==> src/rtl/pipe_adder_pkg.sv <==
// Shared parameters, helpers and stage-register layout for pipelined_carry_adder.
// Optional macro PIPE_ADDER_OVF_EN adds the signed-overflow sign-carry field.
package pipe_adder_pkg;

  localparam int unsigned PIPE_ADDER_WIDTH_DEF  = 16;
  localparam int unsigned PIPE_ADDER_STAGES_DEF = 4;
  // Stage-register fields are sized for the widest supported adder; unused bits stay zero.
  localparam int unsigned PIPE_ADDER_WIDTH_MAX  = 64;

  function automatic int unsigned seg_width(input int unsigned width, input int unsigned stages);
    return width / stages;
  endfunction

  typedef struct packed {
    logic                            valid;
    logic [PIPE_ADDER_WIDTH_MAX-1:0] sum_lo;
    logic                            carry;
`ifdef PIPE_ADDER_OVF_EN
    logic                            sign_c;
`endif
    logic [PIPE_ADDER_WIDTH_MAX-1:0] a_hi;
    logic [PIPE_ADDER_WIDTH_MAX-1:0] b_hi;
  } stage_reg_t;

endpackage

==> src/rtl/pipelined_carry_adder_if.sv <==
// Operand/result handshake bundle for pipelined_carry_adder.
// ovf is present only when PIPE_ADDER_OVF_EN is defined.
interface pipelined_carry_adder_if
  import pipe_adder_pkg::*;
#(
  parameter int unsigned WIDTH = PIPE_ADDER_WIDTH_DEF
) ();

  logic             in_valid;
  logic             in_ready;
  logic [WIDTH-1:0] a;
  logic [WIDTH-1:0] b;
  logic             cin;
  logic             out_valid;
  logic             out_ready;
  logic [WIDTH-1:0] sum;
  logic             cout;
`ifdef PIPE_ADDER_OVF_EN
  logic             ovf;
`endif

  modport master (
    output in_valid, a, b, cin, out_ready,
`ifdef PIPE_ADDER_OVF_EN
    input  ovf,
`endif
    input  in_ready, out_valid, sum, cout
  );

  modport slave (
    input  in_valid, a, b, cin, out_ready,
`ifdef PIPE_ADDER_OVF_EN
    output ovf,
`endif
    output in_ready, out_valid, sum, cout
  );

endinterface

==> src/rtl/adder_segment.sv <==
// Combinational SEG-bit ripple-carry adder slice used once per pipeline stage.
module adder_segment #(
  parameter int unsigned SEG = 4
) (
  input  logic [SEG-1:0] a_i,
  input  logic [SEG-1:0] b_i,
  input  logic           cin_i,
  output logic [SEG-1:0] sum_o,
  output logic           cout_o
);

  always_comb begin
    logic c;
    c     = cin_i;
    sum_o = '0;
    for (int i = 0; i < int'(SEG); i++) begin
      sum_o[i] = a_i[i] ^ b_i[i] ^ c;
      c        = (a_i[i] & b_i[i]) | (c & (a_i[i] ^ b_i[i]));
    end
    cout_o = c;
  end

endmodule

==> src/rtl/pipelined_carry_adder.sv <==
// WIDTH-bit adder split into STAGES ripple segments with a registered carry between stages.
// Define PIPE_ADDER_OVF_EN to add the registered signed-overflow output ovf.
module pipelined_carry_adder
  import pipe_adder_pkg::*;
#(
  parameter int unsigned WIDTH  = PIPE_ADDER_WIDTH_DEF,
  parameter int unsigned STAGES = PIPE_ADDER_STAGES_DEF
) (
  input logic                   clk,
  input logic                   rst,
  pipelined_carry_adder_if.slave bus
);

  if (STAGES < 1 || (WIDTH % STAGES) != 0 || WIDTH > PIPE_ADDER_WIDTH_MAX) begin : g_param_check
    $error("pipelined_carry_adder: WIDTH must be a multiple of STAGES (STAGES >= 1)");
  end

  localparam int unsigned SEG = seg_width(WIDTH, STAGES);

  stage_reg_t        stage_q_arr [STAGES];
  logic [STAGES-1:0] valid_vec;
  logic [STAGES:0]   ready;

  // A stage can load when empty or when its occupant moves on this same edge.
  always_comb begin
    ready         = '0;
    ready[STAGES] = bus.out_ready;
    for (int k = int'(STAGES) - 1; k >= 0; k--) begin
      ready[k] = !valid_vec[k] || ready[k+1];
    end
  end

  assign bus.in_ready = ready[0];

  for (genvar k = 0; k < int'(STAGES); k++) begin : g_stage
    stage_reg_t     up;
    stage_reg_t     stage_d;
    stage_reg_t     stage_q;
    logic [SEG-1:0] seg_sum;
    logic           seg_cout;

    if (k == 0) begin : g_src_in
      always_comb begin
        up                 = '0;
        up.valid           = bus.in_valid;
        up.carry           = bus.cin;
        up.a_hi[WIDTH-1:0] = bus.a;
        up.b_hi[WIDTH-1:0] = bus.b;
      end
    end else begin : g_src_stage
      assign up = stage_q_arr[k-1];
    end

    adder_segment #(
      .SEG (SEG)
    ) u_seg (
      .a_i    (up.a_hi[k*SEG +: SEG]),
      .b_i    (up.b_hi[k*SEG +: SEG]),
      .cin_i  (up.carry),
      .sum_o  (seg_sum),
      .cout_o (seg_cout)
    );

    always_comb begin
      stage_d = stage_q;
      if (ready[k]) begin
        stage_d                      = up;
        stage_d.sum_lo[k*SEG +: SEG] = seg_sum;
        stage_d.carry                = seg_cout;
`ifdef PIPE_ADDER_OVF_EN
        // Carry into this segment's top bit; only the last stage's copy reaches ovf.
        stage_d.sign_c = up.a_hi[k*SEG+SEG-1] ^ up.b_hi[k*SEG+SEG-1] ^ seg_sum[SEG-1];
`endif
      end
    end

    always_ff @(posedge clk) begin
      if (rst) begin
        stage_q <= '0;
      end else begin
        stage_q <= stage_d;
      end
    end

    assign stage_q_arr[k] = stage_q;
    assign valid_vec[k]   = stage_q.valid;
  end

  assign bus.out_valid = stage_q_arr[STAGES-1].valid;
  assign bus.sum       = stage_q_arr[STAGES-1].sum_lo[WIDTH-1:0];
  assign bus.cout      = stage_q_arr[STAGES-1].carry;
`ifdef PIPE_ADDER_OVF_EN
  assign bus.ovf       = stage_q_arr[STAGES-1].sign_c ^ stage_q_arr[STAGES-1].carry;
`endif

  // Consumed operand bits and upper padding of the final stage are intentionally dropped.
  logic unused_last;
  assign unused_last = ^stage_q_arr[STAGES-1];

endmodule

==> src/flat_wrapper.sv <==
// flat-port wrapper written by rule: the top's interface ports become plain ports
module pipelined_carry_adder_flat import pipe_adder_pkg::*;
#(
  parameter int unsigned WIDTH  = PIPE_ADDER_WIDTH_DEF,
  parameter int unsigned STAGES = PIPE_ADDER_STAGES_DEF
)
  (clk, rst, bus_in_valid, bus_a, bus_b, bus_cin, bus_out_ready, bus_in_ready, bus_out_valid, bus_sum, bus_cout);
  pipelined_carry_adder_if #(.WIDTH(WIDTH)) bus_i ();
  input logic clk;
  input logic rst;
  input wire logic [$bits(bus_i.in_valid)-1:0] bus_in_valid;
  input wire logic [$bits(bus_i.a)-1:0] bus_a;
  input wire logic [$bits(bus_i.b)-1:0] bus_b;
  input wire logic [$bits(bus_i.cin)-1:0] bus_cin;
  input wire logic [$bits(bus_i.out_ready)-1:0] bus_out_ready;
  output wire logic [$bits(bus_i.in_ready)-1:0] bus_in_ready;
  output wire logic [$bits(bus_i.out_valid)-1:0] bus_out_valid;
  output wire logic [$bits(bus_i.sum)-1:0] bus_sum;
  output wire logic [$bits(bus_i.cout)-1:0] bus_cout;
  assign bus_i.in_valid = bus_in_valid;
  assign bus_i.a = bus_a;
  assign bus_i.b = bus_b;
  assign bus_i.cin = bus_cin;
  assign bus_i.out_ready = bus_out_ready;
  assign bus_in_ready = bus_i.in_ready;
  assign bus_out_valid = bus_i.out_valid;
  assign bus_sum = bus_i.sum;
  assign bus_cout = bus_i.cout;
  pipelined_carry_adder #(.WIDTH(WIDTH), .STAGES(STAGES)) u_core (.clk(clk), .rst(rst), .bus(bus_i));
endmodule
==> config.mk <==
export PLATFORM = sky130hd
export DESIGN_NAME = pipelined_carry_adder_flat
export DESIGN_NICKNAME = d
export VERILOG_FILES = /design/src/rtl/pipe_adder_pkg.sv /design/src/rtl/pipelined_carry_adder_if.sv /design/src/rtl/adder_segment.sv /design/src/rtl/pipelined_carry_adder.sv /design/src/flat_wrapper.sv
export SDC_FILE = /design/constraint.sdc
export NUM_CORES = 1
export LEC_CHECK = 0
export ABC_AREA = 1
export CELL_PAD_IN_SITES_DETAIL_PLACEMENT = 1
export CELL_PAD_IN_SITES_GLOBAL_PLACEMENT = 1
export CORE_MARGIN = 2
export CORE_UTILIZATION = 49
export DETAILED_ROUTE_END_ITERATION = 7
export DONT_BUFFER_PORTS = 1
export PLACE_DENSITY = 0.92
export SYNTH_ARGS = -nofsm -noshare
export SYNTH_HDL_FRONTEND = slang
export SYNTH_SLANG_ARGS = --single-unit
export TNS_END_PERCENT = 30
==> constraint.sdc <==
create_clock -name clk -period 6.09 [get_ports clk]
set_clock_uncertainty 0.1 [all_clocks]
set_input_delay 0.9135 -clock clk [delete_from_list [all_inputs] [get_ports clk]]
set_output_delay 0.9135 -clock clk [all_outputs]
set_load 0.02 [all_outputs]
==> key figures <==
Timing
  • Slew Limit Fails: 0
  • Max Clock Freq: ~270 MHz
  • Fin Setup TNS: 0 ns
  • Worst-margin pin slew: around 1.0 ns
  • RSZ-0062 raised after global routing: no
  • Slew headroom: between 30% and 40%
  • Crit share post-route: between 60% and 70%
  • Setup violations, final: 0
  • WHS: between 0.3 and 0.4 ns
  • Fin crit period: roughly 3.7 ns
  • Hold Vio Cnt, Final: 0

Critical path
  • Slowest Stage Delay on Critical Path: a little over 0.8 ns
  • Sum of buffers and inverters on the critical path: 1
  • Worst r2r src: u_core.g_stage[2].stage_q[193]
  • FF-to-FF path depth: 4
  • Crit Path Class: reg -> out
  • WP data arrival: 2.69 ns
  • Worst Setup End Kind: output pin
  • Reg2Reg Setup Slack: around 3.6 ns
  • Startpoint Class: register
  • FF-to-FF End: u_core.g_stage[0].stage_q[74]
  • Critical-path cell list: nand4_4, nor2_4, inv_1
  • Crit Path Max Fanout: 31
  • Family with the most delay on the worst path: simple AND/OR/NAND/NOR gates
  • Slowest CP cell: dfxtp_1
  • CP required: a little over 5 ns

Clock network
  • Clock Root Buffer: clkbuf_8
  • H-tree Lvls: 3
  • Skew-Pair Late Insertion Delay: ~0.37 ns
  • Clock buffer depth: 2
  • Hold buffers post-CTS: 0
  • Post-CTS Setup Inserts: 0
  • Total CTS buffers: 9
  • Clock Sink Count: 96
  • TritonCTS clock tree: done
  • CTS-repair resized insts: 0
  • Clock-pin slew on the worst setup and hold paths: ~0.1 ns

Routing
  • Vias per cell: ~5.1
  • Routed len/inst: ~14 um
  • Final WL: between 8 and 9 mm
  • Iter 0 DRT Violations: 84
  • DRC: 0
  • Via count: 3066
  • TritonRoute pass-1 iters: 4
  • Post-DRT Antenna Nets: 0

Worst hold path
  • Min-delay src: u_core.g_stage[0].stage_q[12]
  • Hold crit path type: reg -> reg
  • WHS Endpoint: u_core.g_stage[1].stage_q[12]
  • Hold path depth: 2

Cells and area
  • Final net count: 550
  • Antenna Cells: 0
  • Area Overhead vs Synth: 3.66%
  • Final Instance Area: between 0.004 and 0.005 mm^2
  • Share of cells above drive strength 1: about 4%
  • Fill cell count: between 1000 and 1500

Floorplan
  • Die extent in x: 94.7 um
  • Core area: around 0.008 mm^2
  • Io pins: 56
  • Die Y-Extent: about 95 um
  • Initial Util: roughly half
  • Die ar.: 0.00897 mm^2
  • # rows: 33

Logic synthesis
  • Post-Synth XOR/XNOR Area: 0%
  • Main synth FF type: dfxtp_1
  • Post-Syn Area: between 0.004 and 0.005 mm^2
  • Synth Area in Adders: 7.95%
  • Synth top area cells: dfxtp_1 (48%), nand2_1 (8.9%), nor2_1 (8.6%)
  • Largest family of logic cells by synthesized area: simple AND/OR/NAND/NOR gates
  • Post-synth EDFFs: 0
  • Async SR Flop Fraction: 0%
  • Synth Area in Compound Gates: under 10%
  • Syn. warnings: 0
  • Syn Nets: between 500 and 600
  • Synthesized area per cell: around 7.8 um^2
  • Synth top area share: a little under half
  • Seq/Total Area, Yosys: 47.7%
  • Yosys top cell by area: dfxtp_1
  • Top post-synthesis cells by count: dfxtp_1 (96), nand2_1 (96), nor2_1 (92)
  • Netlist cell types: 18
  • Cells after Synth: around 520
  • Mux contribution to synthesized area: 0%
  • Yosys reg bits: 96
  • Share of synthesized cell area in and, or, nand and nor gates: between 20 and 25%

GRT
  • Antenna violations before repair: 0
  • GRT Resource Usage Total: roughly a fifth
  • First-pass GRT wire length: 14.6 mm
  • Largest net degree at the start of global routing: between 50 and 60
  • Grt ovf: 0
  • Vias in the first global route: between 3000 and 4000

Pwr
  • P_leak: 0.00172 uW
  • Pwr Density: between 200 and 300 mW/mm^2
  • Overall Power: roughly 1200 uW
  • Maximum vdd drop: ~0.00012 V

Outcome
  • Run status: complete, no violations

Place
  • Global placement routability congestion: between 0.7 and 0.8
  • DPL Wire Length: about 5.9 mm
  • Port Buffers: 0
  • Placed cell area: roughly 0.0040 mm^2

Run
  • Number of max-cap violations: 0
worst max-delay path by stage:
stage / start / to / slack (ns) / cells past startpoint
3_5_place_dp: bus_out_ready / bus_in_ready / 2.61 / 4
6_report: u_core.g_stage[2].stage_q[193] / bus_in_ready / 2.38 / 3
2_1_floorplan: bus_cin / u_core.g_stage[0].stage_q[132] / 3.39 / 10
5_1_grt: u_core.g_stage[2].stage_q[193] / bus_in_ready / 2.12 / 3
4_1_cts: u_core.g_stage[2].stage_q[193] / bus_in_ready / 2.30 / 3
3_3_place_gp: bus_out_ready / bus_in_ready / 2.71 / 4
state kept, by name, summed over array words and instances, names as in the netlist:
signal and cells:
u_core.g_stage.stage_q 78, u_core.bus.sum 16, u_core.bus.cout 1, u_core.bus.out_valid 1
area by class of cell:
cell class	instances	area, um^2	area share (%)
Clock buffer	10	128	3.05
Clock inverter	6	68.8	1.65
Inverter	64	240	5.75
Multi-Input combinational cell	325	1680	40.2
Sequential cell	96	1920	46.0
Tap cell	105	131	3.14
Timing Repair Buffer	1	7.51	0.180
cells by family (layout without fill, tap and decap cells):
| logic type | count (synthesis) | count (layout) |
|---|---|---|
| AND/OR/NAND/NOR | 237 | 237 |
| flip-flops | 96 | 96 |
| buffers and inverters | 96 | 81 |
| AO/OA/AOI/OAI | 72 | 72 |
| adder cells (fa/ha/maj) | 16 | 16 |
cell usage in the layout (no fill, tap or decap), drive strengths merged:
cell type  synthesis  layout
inv               63      64
nand2             96      96
dfxtp             96      96
a21oi             50      50
clkinvlp           0       1
bufinv             0       1
clkbuf            12      10
nand4              1       1
clkinv             1       4
o21ai             22      22
nor2              94      94
buf               20       1
nand3             46      46
fa                16      16
per-stage QoR:
stage	setup WS [ns]	util (%)	cells
3_5_place_dp	2.61	49.2	591
5_1_grt	2.12	51.6	607
2_1_floorplan	3.39	-	517
6_report	2.38	51.6	607
4_1_cts	2.30	51.6	607
3_3_place_gp	2.71	49.2	591
report_power, final:
part	internal (uW)	leakage (uW)	switching, uW	total (uW)
registers	661	0.000790	29.3	690
clock network	192	0.0000968	229	421
logic	32.4	0.000835	47.7	80.1
total	886	0.00172	306	1190
per-layer routing:
metal | GRT usage [%] | vias to the layer above | wire length, um
met5 | 0 | - | 0
met2 | 34.3 | 69 | 4110
met4 | 7.49 | 0 | 131
met1 | 27.0 | 1436 | 4090
li1 | - | 1551 | -
met3 | 4.39 | 10 | 411
worst reg2reg max path, cell delays in order, from the launching register on:
cell	delay, ns
dfxtp_1	0.81
nand4_4	0.55
nor2_4	0.69
nor2_1	0.15
nor2_1	0.14
Power figures use the tool's default switching activity.
